<file path="src/rtl/hazard_control_if.sv">
// Signal bundle between the pipeline datapath and the hazard control unit.
// The datapath side (master) drives the hazard inputs and consumes the stall/flush controls.
interface hazard_control_if;
    logic       IdExMemRead;
    logic [4:0] IdExRt;
    logic [4:0] IfIdRs;
    logic [4:0] IfIdRt;
    logic       IfIdUsesRt;
    logic       BranchTaken;
    logic       MemBusy;

    logic        HazardSel;
    logic        PCWrite;
    logic        IfIdWrite;
    logic        IfIdFlush;
    logic        Freeze;
    logic [1:0]  State;
    logic [15:0] StallCount;

    modport master (
        output IdExMemRead, IdExRt, IfIdRs, IfIdRt, IfIdUsesRt, BranchTaken, MemBusy,
        input  HazardSel, PCWrite, IfIdWrite, IfIdFlush, Freeze, State, StallCount
    );

    modport slave (
        input  IdExMemRead, IdExRt, IfIdRs, IfIdRt, IfIdUsesRt, BranchTaken, MemBusy,
        output HazardSel, PCWrite, IfIdWrite, IfIdFlush, Freeze, State, StallCount
    );
endinterface

</file>
<file path="src/rtl/hazard_control.sv">
// Pipeline hazard unit: load-use stalls, taken-branch flushes and memory-wait freezes,
// with a saturating counter of cycles in which the PC was held.
module hazard_control #(
    parameter int LOAD_STALL_CYCLES = 1,
    parameter int BRANCH_PENALTY    = 1
) (
    input logic             clk,
    input logic             rst,
    hazard_control_if.slave bus
);

    typedef enum logic [1:0] {
        RUN        = 2'd0,
        LOAD_STALL = 2'd1,
        FLUSH      = 2'd2
    } stateT;

    typedef enum logic [1:0] {
        ACT_RUN,
        ACT_STALL,
        ACT_FLUSH,
        ACT_HOLD
    } actionT;

    // Counter reload values are the cycles remaining after the one that starts the event.
    localparam logic [3:0] StallReload = 4'(LOAD_STALL_CYCLES - 1);
    localparam logic [3:0] FlushReload = 4'(BRANCH_PENALTY - 1);

    stateT       state;
    stateT       nextState;
    logic [3:0]  cnt;
    logic [3:0]  nextCnt;
    actionT      action;
    logic        loadUse;
    logic [15:0] stallCount;

    always_comb begin
        loadUse = bus.IdExMemRead && (bus.IdExRt != 5'd0) &&
                  ((bus.IdExRt == bus.IfIdRs) ||
                   (bus.IfIdUsesRt && (bus.IdExRt == bus.IfIdRt)));
    end

    always_ff @(posedge clk or posedge rst) begin
        if (rst) begin
            state <= RUN;
            cnt   <= 4'd0;
        end else begin
            state <= nextState;
            cnt   <= nextCnt;
        end
    end

    // Memory wait outranks a branch, which outranks any load-use stall in progress.
    always_comb begin
        action    = ACT_RUN;
        nextState = state;
        nextCnt   = cnt;
        if (bus.MemBusy) begin
            action = ACT_HOLD;
        end else if (bus.BranchTaken) begin
            action    = ACT_FLUSH;
            nextCnt   = FlushReload;
            nextState = (FlushReload != 4'd0) ? FLUSH : RUN;
        end else begin
            case (state)
                RUN: begin
                    if (loadUse) begin
                        action    = ACT_STALL;
                        nextCnt   = StallReload;
                        nextState = (StallReload != 4'd0) ? LOAD_STALL : RUN;
                    end
                end
                LOAD_STALL: begin
                    action  = ACT_STALL;
                    nextCnt = cnt - 4'd1;
                    if (cnt <= 4'd1) begin
                        nextState = RUN;
                    end
                end
                FLUSH: begin
                    action  = ACT_FLUSH;
                    nextCnt = cnt - 4'd1;
                    if (cnt <= 4'd1) begin
                        nextState = RUN;
                    end
                end
                default: begin
                    nextState = RUN;
                    nextCnt   = 4'd0;
                end
            endcase
        end
    end

    // Reset forces the free-running outputs immediately, without waiting for a clock.
    always_comb begin
        bus.HazardSel = 1'b0;
        bus.PCWrite   = 1'b1;
        bus.IfIdWrite = 1'b1;
        bus.IfIdFlush = 1'b0;
        bus.Freeze    = 1'b0;
        if (!rst) begin
            case (action)
                ACT_HOLD: begin
                    bus.PCWrite   = 1'b0;
                    bus.IfIdWrite = 1'b0;
                    bus.Freeze    = 1'b1;
                end
                ACT_FLUSH: begin
                    bus.HazardSel = 1'b1;
                    bus.IfIdFlush = 1'b1;
                end
                ACT_STALL: begin
                    bus.HazardSel = 1'b1;
                    bus.PCWrite   = 1'b0;
                    bus.IfIdWrite = 1'b0;
                end
                default: begin
                    bus.HazardSel = 1'b0;
                end
            endcase
        end
    end

    always_ff @(posedge clk or posedge rst) begin
        if (rst) begin
            stallCount <= 16'd0;
        end else if (!bus.PCWrite && (stallCount != 16'hFFFF)) begin
            stallCount <= stallCount + 16'd1;
        end
    end

    assign bus.State      = state;
    assign bus.StallCount = stallCount;

endmodule

</file>
<file path="src/flat_wrapper.sv">
// flat-port wrapper written by rule: the top's interface ports become plain ports
module hazard_control_flat 
#(
    parameter int LOAD_STALL_CYCLES = 1,
    parameter int BRANCH_PENALTY    = 1
)
  (clk, rst, bus_IdExMemRead, bus_IdExRt, bus_IfIdRs, bus_IfIdRt, bus_IfIdUsesRt, bus_BranchTaken, bus_MemBusy, bus_HazardSel, bus_PCWrite, bus_IfIdWrite, bus_IfIdFlush, bus_Freeze, bus_State, bus_StallCount);
  hazard_control_if bus_i ();
  input logic clk;
  input logic rst;
  input wire logic [$bits(bus_i.IdExMemRead)-1:0] bus_IdExMemRead;
  input wire logic [$bits(bus_i.IdExRt)-1:0] bus_IdExRt;
  input wire logic [$bits(bus_i.IfIdRs)-1:0] bus_IfIdRs;
  input wire logic [$bits(bus_i.IfIdRt)-1:0] bus_IfIdRt;
  input wire logic [$bits(bus_i.IfIdUsesRt)-1:0] bus_IfIdUsesRt;
  input wire logic [$bits(bus_i.BranchTaken)-1:0] bus_BranchTaken;
  input wire logic [$bits(bus_i.MemBusy)-1:0] bus_MemBusy;
  output wire logic [$bits(bus_i.HazardSel)-1:0] bus_HazardSel;
  output wire logic [$bits(bus_i.PCWrite)-1:0] bus_PCWrite;
  output wire logic [$bits(bus_i.IfIdWrite)-1:0] bus_IfIdWrite;
  output wire logic [$bits(bus_i.IfIdFlush)-1:0] bus_IfIdFlush;
  output wire logic [$bits(bus_i.Freeze)-1:0] bus_Freeze;
  output wire logic [$bits(bus_i.State)-1:0] bus_State;
  output wire logic [$bits(bus_i.StallCount)-1:0] bus_StallCount;
  assign bus_i.IdExMemRead = bus_IdExMemRead;
  assign bus_i.IdExRt = bus_IdExRt;
  assign bus_i.IfIdRs = bus_IfIdRs;
  assign bus_i.IfIdRt = bus_IfIdRt;
  assign bus_i.IfIdUsesRt = bus_IfIdUsesRt;
  assign bus_i.BranchTaken = bus_BranchTaken;
  assign bus_i.MemBusy = bus_MemBusy;
  assign bus_HazardSel = bus_i.HazardSel;
  assign bus_PCWrite = bus_i.PCWrite;
  assign bus_IfIdWrite = bus_i.IfIdWrite;
  assign bus_IfIdFlush = bus_i.IfIdFlush;
  assign bus_Freeze = bus_i.Freeze;
  assign bus_State = bus_i.State;
  assign bus_StallCount = bus_i.StallCount;
  hazard_control #(.LOAD_STALL_CYCLES(LOAD_STALL_CYCLES), .BRANCH_PENALTY(BRANCH_PENALTY)) u_core (.clk(clk), .rst(rst), .bus(bus_i));
endmodule
</file>
<file path="config.mk">
export PLATFORM = sky130hd
export DESIGN_NAME = hazard_control_flat
export DESIGN_NICKNAME = d
export VERILOG_FILES = /design/src/rtl/hazard_control_if.sv /design/src/rtl/hazard_control.sv /design/src/flat_wrapper.sv
export SDC_FILE = /design/constraint.sdc
export NUM_CORES = 1
export LEC_CHECK = 0
export BUFFER_PORTS_ARGS = -buffer_cell sky130_fd_sc_hd__buf_2
export CAP_MARGIN = 20
export CORE_ASPECT_RATIO = 0.6
export CORE_MARGIN = 2
export CORE_UTILIZATION = 47
export CTS_CLUSTER_DIAMETER = 120
export DETAILED_ROUTE_END_ITERATION = 16
export GPL_TIMING_DRIVEN = 0
export HOLD_SLACK_MARGIN = 0.12
export MAX_ROUTING_LAYER = met4
export PLACE_DENSITY = 0.76
export SYNTH_ARGS = -nofsm -noshare
export SYNTH_HDL_FRONTEND = slang
export SYNTH_SLANG_ARGS = --single-unit
</file>
<file path="constraint.sdc">
create_clock -name clk -period 2.5 [get_ports clk]
set_clock_uncertainty 0.05 [all_clocks]
set_input_delay 0.25 -clock clk [delete_from_list [all_inputs] [get_ports clk]]
set_output_delay 0.25 -clock clk [all_outputs]
set_load 0.005 [all_outputs]
</file>
==> flow_metrics.py <==
metrics = {
    "outcome": {
        "run_status": "finished, final reports clean",
    },
    "grt": {
        "grt_pass1_vias": 893,
        "grt-ovfl-total": 0,
        "grt_max_degree": 17,
        "global_route_usage_sum": 0.208,
        "first_pass_grt_wire_length_mm": 3.91,
        "antenna_found_initial": 0,
    },
    "clocking": {
        "cts-htree-levels": 1,
        "root_buffer_selected_by_cts": "sky130_fd_sc_hd__clkbuf_8",
        "cts_tree": "built",
        "clk_pin_slew_ps": 60,
        "tritoncts.num_buffers": 3,
        "clk_path_buf_depth": 2,
        "insertion_delay_ps": 250,
        "clkSinkCount": 16,
    },
    "floorplan": {
        "rows": 13,
        "initial_core_util": 0.498,
        "num_io_pins": 44,
        "coreArea_sq_um": 2180,
        "die_width_um": 66.1,
        "die_h_um": 41.2,
        "design.die.area_sq_um": 2720,
    },
    "detailed_routing": {
        "route.antenna.remaining_nets": 0,
        "post-route-drc-count": 0,
        "drt_first_iter_violations": 54,
        "post_drt_wl_per_cell_um": 13.4,
        "drt-total-wl_mm": 2.44,
        "vias_cell": 5.02,
        "num_vias": 913,
        "drtPass1Iterations": 4,
    },
    "worst_setup_path": {
        "r2r-end": "u_core.bus.StallCount[1]",
        "crit_end_element": "primary output",
        "rr_worst_depth": 6,
        "reg2reg_from": "u_core.bus.StallCount[0]",
        "worst_ep_required_time_ps": 2200,
        "critical_path_launch_point_type": "input port",
        "critical_path_peak_fanout": 3,
        "regToRegSetupSlack_ps": 400,
        "worst-setup-path-type": "input port to primary output",
        "timing.critical_path.arrival_ps": 1880,
    },
    "placement": {
        "portBuffers": 41,
        "detailedPlacementHpwl_mm": 1.91,
        "placedCellCount": 177,
        "gp_routability_congestion": 0.763,
    },
    "layout": {
        "most_frequent_cells_in_the_layout": "41 x sky130_fd_sc_hd__buf_2, 16 x sky130_fd_sc_hd__dfrtp_1, 13 x sky130_fd_sc_hd__xnor2_1",
        "regArea_sq_um": 400,
        "fill_cells": 191,
        "number_of_diodes_added_for_antenna_fixing": 0,
        "layout_commonest_cell": "sky130_fd_sc_hd__buf_2",
        "num-nets-final": 177,
        "multi_input_area_sq_um": 633,
        "drive_gt1_frac": 0.434,
        "syn_to_final_growth_pct": 28.7,
        "largest_reg_flops": 16,
        "layoutNonFillerInstCount": 182,
    },
    "logic_synthesis": {
        "postSynthAreaPerCell_sq_um": 10.3,
        "synth_edf_count": 0,
        "syn_inst": 105,
        "synth_seq_area_share": 0.369,
        "yosys_warnings": 0,
        "synth_seq_cells": 16,
        "synthArstFlopShare": 1.00,
        "synth_top_area_share": 0.369,
        "synth_top_cell_by_area": "sky130_fd_sc_hd__dfrtp_1",
        "post_synth_main_area_contributors": "sky130_fd_sc_hd__dfrtp_1 37%, sky130_fd_sc_hd__xnor2_1 10%, sky130_fd_sc_hd__xor2_1 8.9%, sky130_fd_sc_hd__nor3_2 4.6%, sky130_fd_sc_hd__ha_1 3.5%",
        "yosys.cell_types.count": 30,
        "postSynth.topFlopCell": "sky130_fd_sc_hd__dfrtp_1",
        "post_synth_instance_area_sq_um": 1090,
    },
    "power_and_ir_drop": {
        "pwr_density_cell_nw_per_um2": 631,
        "leakagePower_uw": 0.000667,
        "ir_worst_vdd_uv": 250,
    },
    "timing": {
        "final_setup_viols": 0,
        "max_slew_margin": 0.511,
        "final-hold-violation-count": 0,
        "worst-slew-pin-transition_ps": 731,
        "rsz_0062_raised_after_global_routing": "false",
        "slew_viols_final": 0,
        "final.hold.worst_slack_ps": 440,
        "clock_period_minus_final_worst_setup_slack_ps": 2180,
        "fin_setup_tns_ps": 0,
        "part_of_the_cycle_the_worst_path_needs": 0.872,
        "max_freq_mhz": 459,
    },
    "worst_hold_path": {
        "hp-class": "flop to flop",
        "whs_path_depth": 1,
        "hold_path_startpoint": "u_core.bus.StallCount[15]",
        "holdPathEnd": "u_core.bus.StallCount[15]",
    },
    "job": {
        "maxCapViolCount": 0,
    },
}
==> stage by stage <==
step           cell area [sq um]  utilization  total power, uW  setup slack (ps)
2_1_floorplan               1090            -              534               598
3_3_place_gp                1330        0.611              639               363
3_5_place_dp                1330        0.611              660               303
4_1_cts                     1400        0.641              891               298
5_1_grt                     1400        0.641              944               253
6_report                    1400        0.641              882               320
==> worst max-delay path by stage <==
stage	startpoint	end	slack, ps
final	bus_IdExRt[0]	bus_HazardSel	320
after global routing	bus_IdExRt[0]	bus_PCWrite	250
after CTS	bus_IdExRt[0]	bus_HazardSel	300
after detailed placement	bus_IdExRt[0]	bus_HazardSel	300
after global placement	bus_IdExRt[0]	bus_PCWrite	360
after floorplan	u_core.bus.StallCount[0]	u_core.bus.StallCount[1]	600
==> critical path, stage by stage <==
cell,delay [ps]
sky130_fd_sc_hd__buf_2,120
sky130_fd_sc_hd__or4_1,530
sky130_fd_sc_hd__nor2_1,150
sky130_fd_sc_hd__nor3b_2,80
sky130_fd_sc_hd__a21o_1,200
sky130_fd_sc_hd__ha_1,290
sky130_fd_sc_hd__nor2b_1,130
sky130_fd_sc_hd__buf_2,120
==> timing repair <==
action                                 4_1_cts  5_1_grt
endpoints found under the hold margin       16        0
setup buffers                                0        0
resized for setup                            0        0
hold buffers                                 1        0
==> cells by family after synthesis <==
group           synth area share
mux                       0.0277
compound gates            0.0461
flops                      0.369
buf+inv                   0.0518
fa+ha+maj                 0.0346
xor+xnor                   0.194
simple gates               0.274
other cells              0.00345
==> cells in the mapped netlist (all sizes together), types with 3 or more instances <==
| cell | instances |
|---|---|
| dfrtp | 16 |
| xnor2 | 13 |
| xor2 | 11 |
| nand2 | 7 |
| inv | 6 |
| nand3 | 6 |
| nor3 | 6 |
| nor4 | 6 |
| nor2 | 5 |
| buf | 4 |
| nor2b | 4 |
| and4 | 3 |
| ha | 3 |
==> report_power, final <==
part | switching (uW) | internal, uW
Clock | 89.2 | 140
Combinational | 115 | 140
Sequential | 77.4 | 321
Total | 281 | 601
==> metal layers <==
| layer | wire length, um | part of all wire | vias up | track usage |
|---|---|---|---|---|
| li1 | - | - | 449 | - |
| met1 | 1060 | 0.43 | 429 | 0.233 |
| met2 | 1240 | 0.51 | 35 | 0.386 |
| met3 | 144 | 0.059 | 0 | 0.0522 |
| met4 | 0 | 0 | 0 | 0.0561 |
| met5 | 0 | 0 | - | - |
==> cell type report <==
type	instances	share of cell area
inverter	6	0.0161
timing repair buffer	42	0.154
sequential	16	0.286
clock buffer	4	0.0394
multi-input combinational	80	0.453
tap	30	0.0269
buffer	4	0.0242
(Power assumes the default switching activity.)
